<file path="src/rtl/ao486_io_pkg.sv">
// Shared types and helpers for the ao486 Avalon I/O to 16-bit Wishbone bridge.
package ao486_io_pkg;

    typedef enum logic [1:0] {
        ST_IDLE = 2'd0,
        ST_LO   = 2'd1,
        ST_HI   = 2'd2,
        ST_RESP = 2'd3
    } io_state_t;

    // Value an unanswered ISA read returns: the bus floats high.
    localparam logic [15:0] IO_FLOAT_DATA = 16'hFFFF;

    typedef struct packed {
        logic        rd;
        logic [13:0] dw;
        logic [3:0]  be;
        logic [31:0] wd;
    } io_cmd_t;

    function automatic logic lo_lane_en(input logic [3:0] be);
        return |be[1:0];
    endfunction

    function automatic logic hi_lane_en(input logic [3:0] be);
        return |be[3:2];
    endfunction

endpackage

</file>
<file path="src/rtl/io_bus_timer.sv">
// Purpose: watchdog counting cycles of an open Wishbone cycle.
// Latency: expired rises in the LIMIT-th cycle of run.
// Backpressure: none; clr or a low run restarts the count.
module io_bus_timer #(
    parameter int LIMIT = 255
) (
    input  logic clk,
    input  logic rst,
    input  logic clr,
    input  logic run,
    output logic expired
);

    localparam int W = ($clog2(LIMIT + 1) > 8) ? $clog2(LIMIT + 1) : 8;
    localparam logic [W-1:0] LAST = W'(LIMIT - 1);

    logic [W-1:0] cnt_q;

    always_ff @(posedge clk) begin
        if (rst || clr || !run) begin
            cnt_q <= '0;
        end else begin
            cnt_q <= cnt_q + 1'b1;
        end
    end

    assign expired = run & (cnt_q == LAST);

endmodule

</file>
<file path="src/rtl/avalon_io_wb16_bridge.sv">
// Purpose: ao486 32-bit Avalon I/O port to 16-bit Wishbone classic master, low half first.
// Latency: both-half zero-wait read accepted at T0 returns readdatavalid sampled at T5.
// Backpressure: waitrequest held until IDLE; WB_IO_TIMEOUT_EN adds a cycle watchdog.
module avalon_io_wb16_bridge
    import ao486_io_pkg::*;
#(
    parameter int TIMEOUT_CYCLES = 255
) (
    input  logic        wb_clk_i,
    input  logic        wb_rst_i,
    input  logic [15:0] avs_address,
    input  logic [3:0]  avs_byteenable,
    input  logic        avs_read,
    input  logic        avs_write,
    input  logic [31:0] avs_writedata,
    output logic [31:0] avs_readdata,
    output logic        avs_readdatavalid,
    output logic        avs_waitrequest,
    output logic [14:0] wbm_adr_o,
    output logic [15:0] wbm_dat_o,
    output logic [1:0]  wbm_sel_o,
    output logic        wbm_we_o,
    output logic        wbm_cyc_o,
    output logic        wbm_stb_o,
    input  logic [15:0] wbm_dat_i,
    input  logic        wbm_ack_i,
    input  logic        wbm_err_i
);

    io_state_t   state_q, state_d;
    io_cmd_t     cmd_q;
    logic [31:0] rd_q;
    logic        cyc_q, we_q;
    logic [14:0] adr_q;
    logic [15:0] dat_q;
    logic [1:0]  sel_q;
    logic        accept, launch, term, term_err, bus_timeout;
    logic [15:0] cap_dat;
    logic        unused_bits;

    assign unused_bits = ^{avs_address[1:0], TIMEOUT_CYCLES[0]};

`ifdef WB_IO_TIMEOUT_EN
    io_bus_timer #(
        .LIMIT (TIMEOUT_CYCLES)
    ) u_timer (
        .clk     (wb_clk_i),
        .rst     (wb_rst_i),
        .clr     (term),
        .run     (cyc_q),
        .expired (bus_timeout)
    );
`else
    assign bus_timeout = 1'b0;
`endif

    assign accept   = (state_q == ST_IDLE) & (avs_read | avs_write);
    assign launch   = ((state_q == ST_LO) | (state_q == ST_HI)) & ~cyc_q;
    // A watchdog expiry or err (even alongside ack) ends the half as a floating read.
    assign term     = cyc_q & (wbm_ack_i | wbm_err_i | bus_timeout);
    assign term_err = cyc_q & (wbm_err_i | bus_timeout);
    assign cap_dat  = term_err ? IO_FLOAT_DATA : wbm_dat_i;

    always_ff @(posedge wb_clk_i) begin
        if (wb_rst_i) begin
            state_q <= ST_IDLE;
        end else begin
            state_q <= state_d;
        end
    end

    always_comb begin
        state_d = state_q;
        case (state_q)
            ST_IDLE: begin
                if (accept) begin
                    if (lo_lane_en(avs_byteenable))      state_d = ST_LO;
                    else if (hi_lane_en(avs_byteenable)) state_d = ST_HI;
                    else if (avs_read)                   state_d = ST_RESP;
                end
            end
            ST_LO: begin
                if (term) begin
                    if (hi_lane_en(cmd_q.be)) state_d = ST_HI;
                    else if (cmd_q.rd)        state_d = ST_RESP;
                    else                      state_d = ST_IDLE;
                end
            end
            ST_HI: begin
                if (term) state_d = cmd_q.rd ? ST_RESP : ST_IDLE;
            end
            default: state_d = ST_IDLE;
        endcase
    end

    // Bus outputs are registered, so each half launches one cycle after entering LO/HI.
    always_ff @(posedge wb_clk_i) begin
        if (wb_rst_i) begin
            cmd_q <= '0;
            rd_q  <= '0;
            cyc_q <= 1'b0;
            we_q  <= 1'b0;
            adr_q <= '0;
            dat_q <= '0;
            sel_q <= '0;
        end else begin
            if (accept) begin
                cmd_q <= '{rd: avs_read, dw: avs_address[15:2],
                           be: avs_byteenable, wd: avs_writedata};
                rd_q  <= '0;
            end
            if (term) begin
                cyc_q <= 1'b0;
                if (state_q == ST_HI) rd_q[31:16] <= cap_dat;
                else                  rd_q[15:0]  <= cap_dat;
            end else if (launch) begin
                cyc_q <= 1'b1;
                we_q  <= ~cmd_q.rd;
                if (state_q == ST_HI) begin
                    adr_q <= {cmd_q.dw, 1'b1};
                    sel_q <= cmd_q.be[3:2];
                    dat_q <= cmd_q.wd[31:16];
                end else begin
                    adr_q <= {cmd_q.dw, 1'b0};
                    sel_q <= cmd_q.be[1:0];
                    dat_q <= cmd_q.wd[15:0];
                end
            end
        end
    end

    always_comb begin
        avs_waitrequest   = (state_q != ST_IDLE) | wb_rst_i;
        avs_readdatavalid = (state_q == ST_RESP) & ~wb_rst_i;
        avs_readdata      = avs_readdatavalid ? rd_q : 32'h0;
    end

    assign wbm_cyc_o = cyc_q;
    assign wbm_stb_o = cyc_q;
    assign wbm_we_o  = we_q;
    assign wbm_adr_o = adr_q;
    assign wbm_sel_o = sel_q;
    assign wbm_dat_o = dat_q;

endmodule
</file>
<file path="config.mk">
export PLATFORM = sky130hd
export DESIGN_NAME = avalon_io_wb16_bridge
export DESIGN_NICKNAME = d
export VERILOG_FILES = /design/src/rtl/ao486_io_pkg.sv /design/src/rtl/io_bus_timer.sv /design/src/rtl/avalon_io_wb16_bridge.sv
export SDC_FILE = /design/constraint.sdc
export NUM_CORES = 1
export LEC_CHECK = 0
export CORE_UTILIZATION = 47
export DETAILED_ROUTE_END_ITERATION = 8
export GPL_TIMING_DRIVEN = 0
export MAX_ROUTING_LAYER = met4
export PLACE_DENSITY_LB_ADDON = 0.3
export SLEW_MARGIN = 20
export SYNTH_ARGS = -nofsm -noshare
export SYNTH_HDL_FRONTEND = slang
export SYNTH_SLANG_ARGS = --single-unit
export TNS_END_PERCENT = 1
</file>
<file path="constraint.sdc">
create_clock -name wb_clk_i -period 2 [get_ports wb_clk_i]
set_clock_uncertainty 0.05 [all_clocks]
set_input_delay 0.6 -clock wb_clk_i [delete_from_list [all_inputs] [get_ports wb_clk_i]]
set_output_delay 0.6 -clock wb_clk_i [all_outputs]
set_load 0.05 [all_outputs]
</file>
Word level (Yosys, flattened, before mapping)
Cells that the tools add are included.
{"block": "classes", "n_eq_ne": 7, "mux": 18, "bitwise_logic": 13, "n_reduce_logical": 8}
{"operator": "two-way mux 32 bit", "count": 3}
{"operator": "two-way mux 16 bit", "count": 4}
{"operator": "two-way mux 2 bit", "count": 9}
{"operator": "OR reduction 2 bit", "count": 4}
{"operator": "inequality test 2 bit (second input constant)", "count": 3}
{"operator": "case mux 2 bit (3 select lines)", "count": 1}
{"operator": "bitwise AND 1 bit", "count": 5}
{"operator": "equality test 2 bit (second input constant)", "count": 2}
{"operator": "inequality test 4 x 2 -> 1 bit (second input constant)", "count": 1}
{"operator": "NOT 1 bit", "count": 4}
{"operator": "OR 1 bit", "count": 4}
{"operator": "AND reduction 4 bit", "count": 1}
{"operator": "equality test 2 x 1 -> 1 bit (second input constant)", "count": 1}
{"operator": "logical NOT 2 bit", "count": 1}
{"operator": "AND reduction 2 bit", "count": 1}
{"operator": "nonzero test 2 bit", "count": 1}
{"operator": "two-way mux 1 bit", "count": 1}
{"block": "totals", "register_bits": 120, "input_bits": 74, "elab_cells": 57}

Depth between registers and ports, before layout
{"block": "logic_depth", "depth_word": 5, "depth_mapped": 9, "ltp_nobuf": 6}

Least setup slack after synthesis
OpenSTA, ideal clock, no wires.
{"block": "synth_path", "path_type": "input-to-output", "start": "in wb_rst_i", "end": "out avs_readdata[22]", "arrival_time_ps": 2060, "slack_ps": -710, "stages": 4, "cell_sequence": "clkbuf_1 nor2b_1 clkbuf_1 and2_1"}
{"block": "synth_via", "elab_chain_len": 3}
{"element": "start: declaration", "line": "avalon_io_wb16_bridge.sv:10", "source": "input logic wb_rst_i,"}
{"element": "NOT 1 bit", "line": "avalon_io_wb16_bridge.sv:134", "source": "avs_readdatavalid = (state_q == ST_RESP) & ~wb_rst_i;"}
{"element": "bitwise AND 1 bit", "line": "avalon_io_wb16_bridge.sv:134"}
{"element": "via avs_readdatavalid", "line": "avalon_io_wb16_bridge.sv:17", "source": "output logic avs_readdatavalid,"}
{"element": "two-way mux 32 bit", "line": "avalon_io_wb16_bridge.sv:135", "source": "avs_readdata = avs_readdatavalid ? rd_q : 32'h0;"}
{"element": "end: declaration", "line": "avalon_io_wb16_bridge.sv:16", "source": "output logic [31:0] avs_readdata,"}
The timed path passes the listed nets, and every way through them passes these cells.

Worst setup path after layout
{"block": "layout_path", "start": "reg state_q[1]", "end": "out avs_readdata[20]"}
{"block": "layout_via", "elab_chain_len": 3}
{"element": "start: declaration", "line": "avalon_io_wb16_bridge.sv:30", "source": "io_state_t state_q, state_d;"}
{"element": "start signal: assignment", "line": "avalon_io_wb16_bridge.sv:68", "source": "state_q <= state_d;"}
{"element": "equality test 2 bit", "line": "avalon_io_wb16_bridge.sv:134"}
{"element": "bitwise AND 1 bit", "line": "avalon_io_wb16_bridge.sv:134"}
{"element": "two-way mux 32 bit", "line": "avalon_io_wb16_bridge.sv:135"}
Every way passes these cells.

==> reports/metrics.yaml <==
status: "finished with violations"
failed_checks: "negative setup slack"
cap_viol_max_count: 0
avgSynthCellArea_um2: 8.06
wl_per_cell_um: 15.7
cpMaxStageDelayCell: "dfxtp_2"
nFillCells: 738
critical_path_class: "flop to primary output"
clk_latency_ps: 520
synth_top_area_frac: 0.504
synth_cell_types: 31
synth_top_cell_by_area: "dfxtp_1"
fin_setup_tns_ps: -13040
worstMarginPinSlew_ps: 576
holdPathEnd: "wbm_adr_o[10]$_SDFFE_PP0P_"
antenna_cells: 0
rr_worst_depth: 7
cts_tree: "yes"
cts.htree.levels: 4
synth_xor_xnor_area_share: 0
worstPathRequired_ps: 1350
synth_area_leaders: "dfxtp_1 50%, nand2_1 11%, a21oi_1 10%, and2_1 4.3%, mux2i_1 3.8%"
cp.arrival_ps: 1780
synth_edf_count: 0
worstPathCellList: "ha_4, nor2b_4, buf_12, clkbuf_8, and2_4, buf_8"
vias_per_cell: 5.39
slew-limit-headroom: 0.616
synthAdderAreaFrac: 0.0105
hp-start: "cmd_q[45]$_SDFFE_PP0P_"
synth-simple-area-share: 0.214
drcViolationCount: 0
dp_slack_ps: -1020
grt_pass1_vias: 4641
multi_input_area_um2: 2250
async_flop_share: 0
synth_ff_type: "dfxtp_1"
finalSetupViolations: 34
die_x_um: 103
ios: 144
power_density_nw_per_um2: 1340
fp.coreArea_um2: 9820
syn_area_um2: 4770
fmax_mhz: 412
rsz0062_at_grt: "true"
synth_top_family_by_area: "simple AND/OR/NAND/NOR gates"
grt_usage: 0.281
r2r-start: "state_q[1]$_SDFFE_PP0P_"
die_y_um: 103
vias: 4863
io_buffers: 140
final_layout_size_suffix_gt1_frac: 0.219
die-area_um2: 10600
root_buffer: "clkbuf_8"
grt_max_degree: 17
finalMaxSlewViolations: 0
holdBufCountCts: 0
vdd_drop_max_uv: 691
antenna_found_initial: 0
synthCells: 592
register_area_um2: 2410
hold_viol: 0
post-route-period-util: 1.22
crit_path_end_kind: "primary output"
muxShareOfSynthArea: 0.0378
rows: 36
postRouteAntennaNets: 0
synth_commonest_cells: "134 x nand2_1, 120 x dfxtp_1, 100 x a21oi_1, 34 x clkbuf_1"
p_leak_nw: 2.72
fin_util: 0.741
clockBufferDepth: 2
hold_path_depth: 2
routed_wl_mm: 14.2
timing.rr.end: "state_q[1]$_SDFFE_PP0P_"
grt_overflow: 0
clkSinkCount: 120
cts_buffers: 17
ys.warnings.count: 0
ys_ff_latch: 120
start_util: 0.486
cp-start-kind: "flop"
dp_hpwl_mm: 9.60
hold_class: "flop to flop"
layout.nets: 835
gp_congestion: 0.873
clk_pin_slew_ps: 60
period_needed_ps: 2430
path_max_fanout: 9
rrSetupSlack_ps: 120
synth_most_common_cell: "nand2_1"
firstDrtPassIters: 5
grt_pass1_wl_mm: 21.8
setup_ws_ps: -430
drt_iter0_drc: 212
seq_area_frac_synth: 0.504
max_stage_delay_ps: 360
synth_compound_area_frac: 0.186
area.growth.synth_to_final_pct: 52.6
synthesis.nets: 670
metal layers:
metal / GRT usage / share of wire / vias to the layer above
met5: - / 0 / -
met4: 0.146 / 0.030 / 0
met3: 0.0461 / 0.070 / 48
met1: 0.318 / 0.40 / 2280
met2: 0.479 / 0.50 / 206
li1: - / - / 2329
cells in the final DEF (no fill, tap or decap), types with 3 or more instances in the layout:
| cell | Yosys | final |
|---|---|---|
| clkbuf_16 | 0 | 16 |
| nand2_1 | 134 | 134 |
| buf_8 | 0 | 29 |
| and2_1 | 33 | 4 |
| clkbuf_8 | 0 | 6 |
| and2_4 | 0 | 29 |
| nand3_1 | 32 | 32 |
| inv_6 | 0 | 6 |
| buf_2 | 10 | 11 |
| a211oi_1 | 19 | 19 |
| clkinvlp_4 | 0 | 4 |
| dfxtp_1 | 120 | 117 |
| inv_1 | 4 | 4 |
| o21ai_0 | 33 | 33 |
| clkbuf_1 | 34 | 26 |
| buf_1 | 5 | 3 |
| nor2_1 | 25 | 23 |
| buf_4 | 1 | 6 |
| clkdlybuf4s50_1 | 0 | 70 |
| clkdlybuf4s15_2 | 0 | 28 |
| mux2i_1 | 18 | 18 |
| a21oi_1 | 100 | 100 |
| clkbuf_2 | 0 | 12 |
| clkinv_4 | 0 | 3 |
| buf_6 | 1 | 6 |
layout make-up:
type                    instances  area share
clock inverters                14      0.0191
inverters                       4     0.00206
plain buffers                  51      0.0352
well taps                     133      0.0229
repair buffers                146       0.222
clock buffers                  18      0.0588
multi-input cells             417       0.309
flip-flops and latches        120       0.331
worst max path at each step:
stage / from / to / slack, ps
5_1_grt: state_q[0]$_SDFFE_PP0P_ / avs_readdata[21] / -460
2_1_floorplan: wb_rst_i / avs_readdata[22] / -40
4_1_cts: state_q[0]$_SDFFE_PP0P_ / avs_readdata[20] / -400
6_report: state_q[1]$_SDFFE_PP0P_ / avs_readdata[20] / -430
3_3_place_gp: wb_rst_i / avs_readdata[21] / -950
3_5_place_dp: wb_rst_i / avs_readdata[7] / -1020
worst max-delay path: cells and delay by family (launching register included):
family | cells | cell delay, ps
buf+inv | 3 | 430
flops | 1 | 360
simple gates | 2 | 320
fa+ha+maj | 1 | 150
per-stage QoR:
stage	total power [mW]	hold WS [ps]	cells	instance area, µm²
after CTS	9.70	403	903	7290
final	9.76	401	903	7280
after detailed placement	6.76	395	865	6430
after global routing	10.2	420	903	7280
after floorplan	5.61	382	592	4860
after global placement	6.65	390	865	6430
power breakdown:
part           leakage [nW]  switching [mW]  total [mW]  internal, mW
combinational          1.47            2.48        3.70          1.22
clock                 0.266            1.18        2.89          1.71
sequential            0.983           0.295        3.17          2.88
total                  2.72            3.96        9.76          5.80
sequential cells by signal, indices dropped and copies added, names as in the netlist:
| signal | flops |
|---|---|
| cmd_q | 51 |
| state_q | 2 |
| rd_q | 32 |
| wbm_dat_o | 16 |
| wbm_sel_o | 2 |
| wbm_adr_o | 15 |
| wbm_we_o | 1 |
| wbm_cyc_o | 1 |
logic make-up (layout without fill, tap and decap cells):
| logic type | after synthesis | count (layout) |
|---|---|---|
| buffers and inverters | 55 | 233 |
| flip-flops | 120 | 120 |
| adder cells (fa/ha/maj) | 4 | 4 |
| AO/OA/AOI/OAI | 162 | 162 |
| multiplexers | 18 | 18 |
| AND/OR/NAND/NOR | 233 | 233 |
what timing repair did:
| action | in CTS | in global routing |
|---|---|---|
| gates resized for setup | 383 | 23 |
| endpoints found under the hold margin | 0 | 0 |
| pin swaps | 10 | 1 |
| gates cloned | 3 | 0 |
| setup buffers | 3 | 0 |
| setup endpoints to repair | 80 | 86 |
No activity file was read; power rests on OpenSTA's default activity.
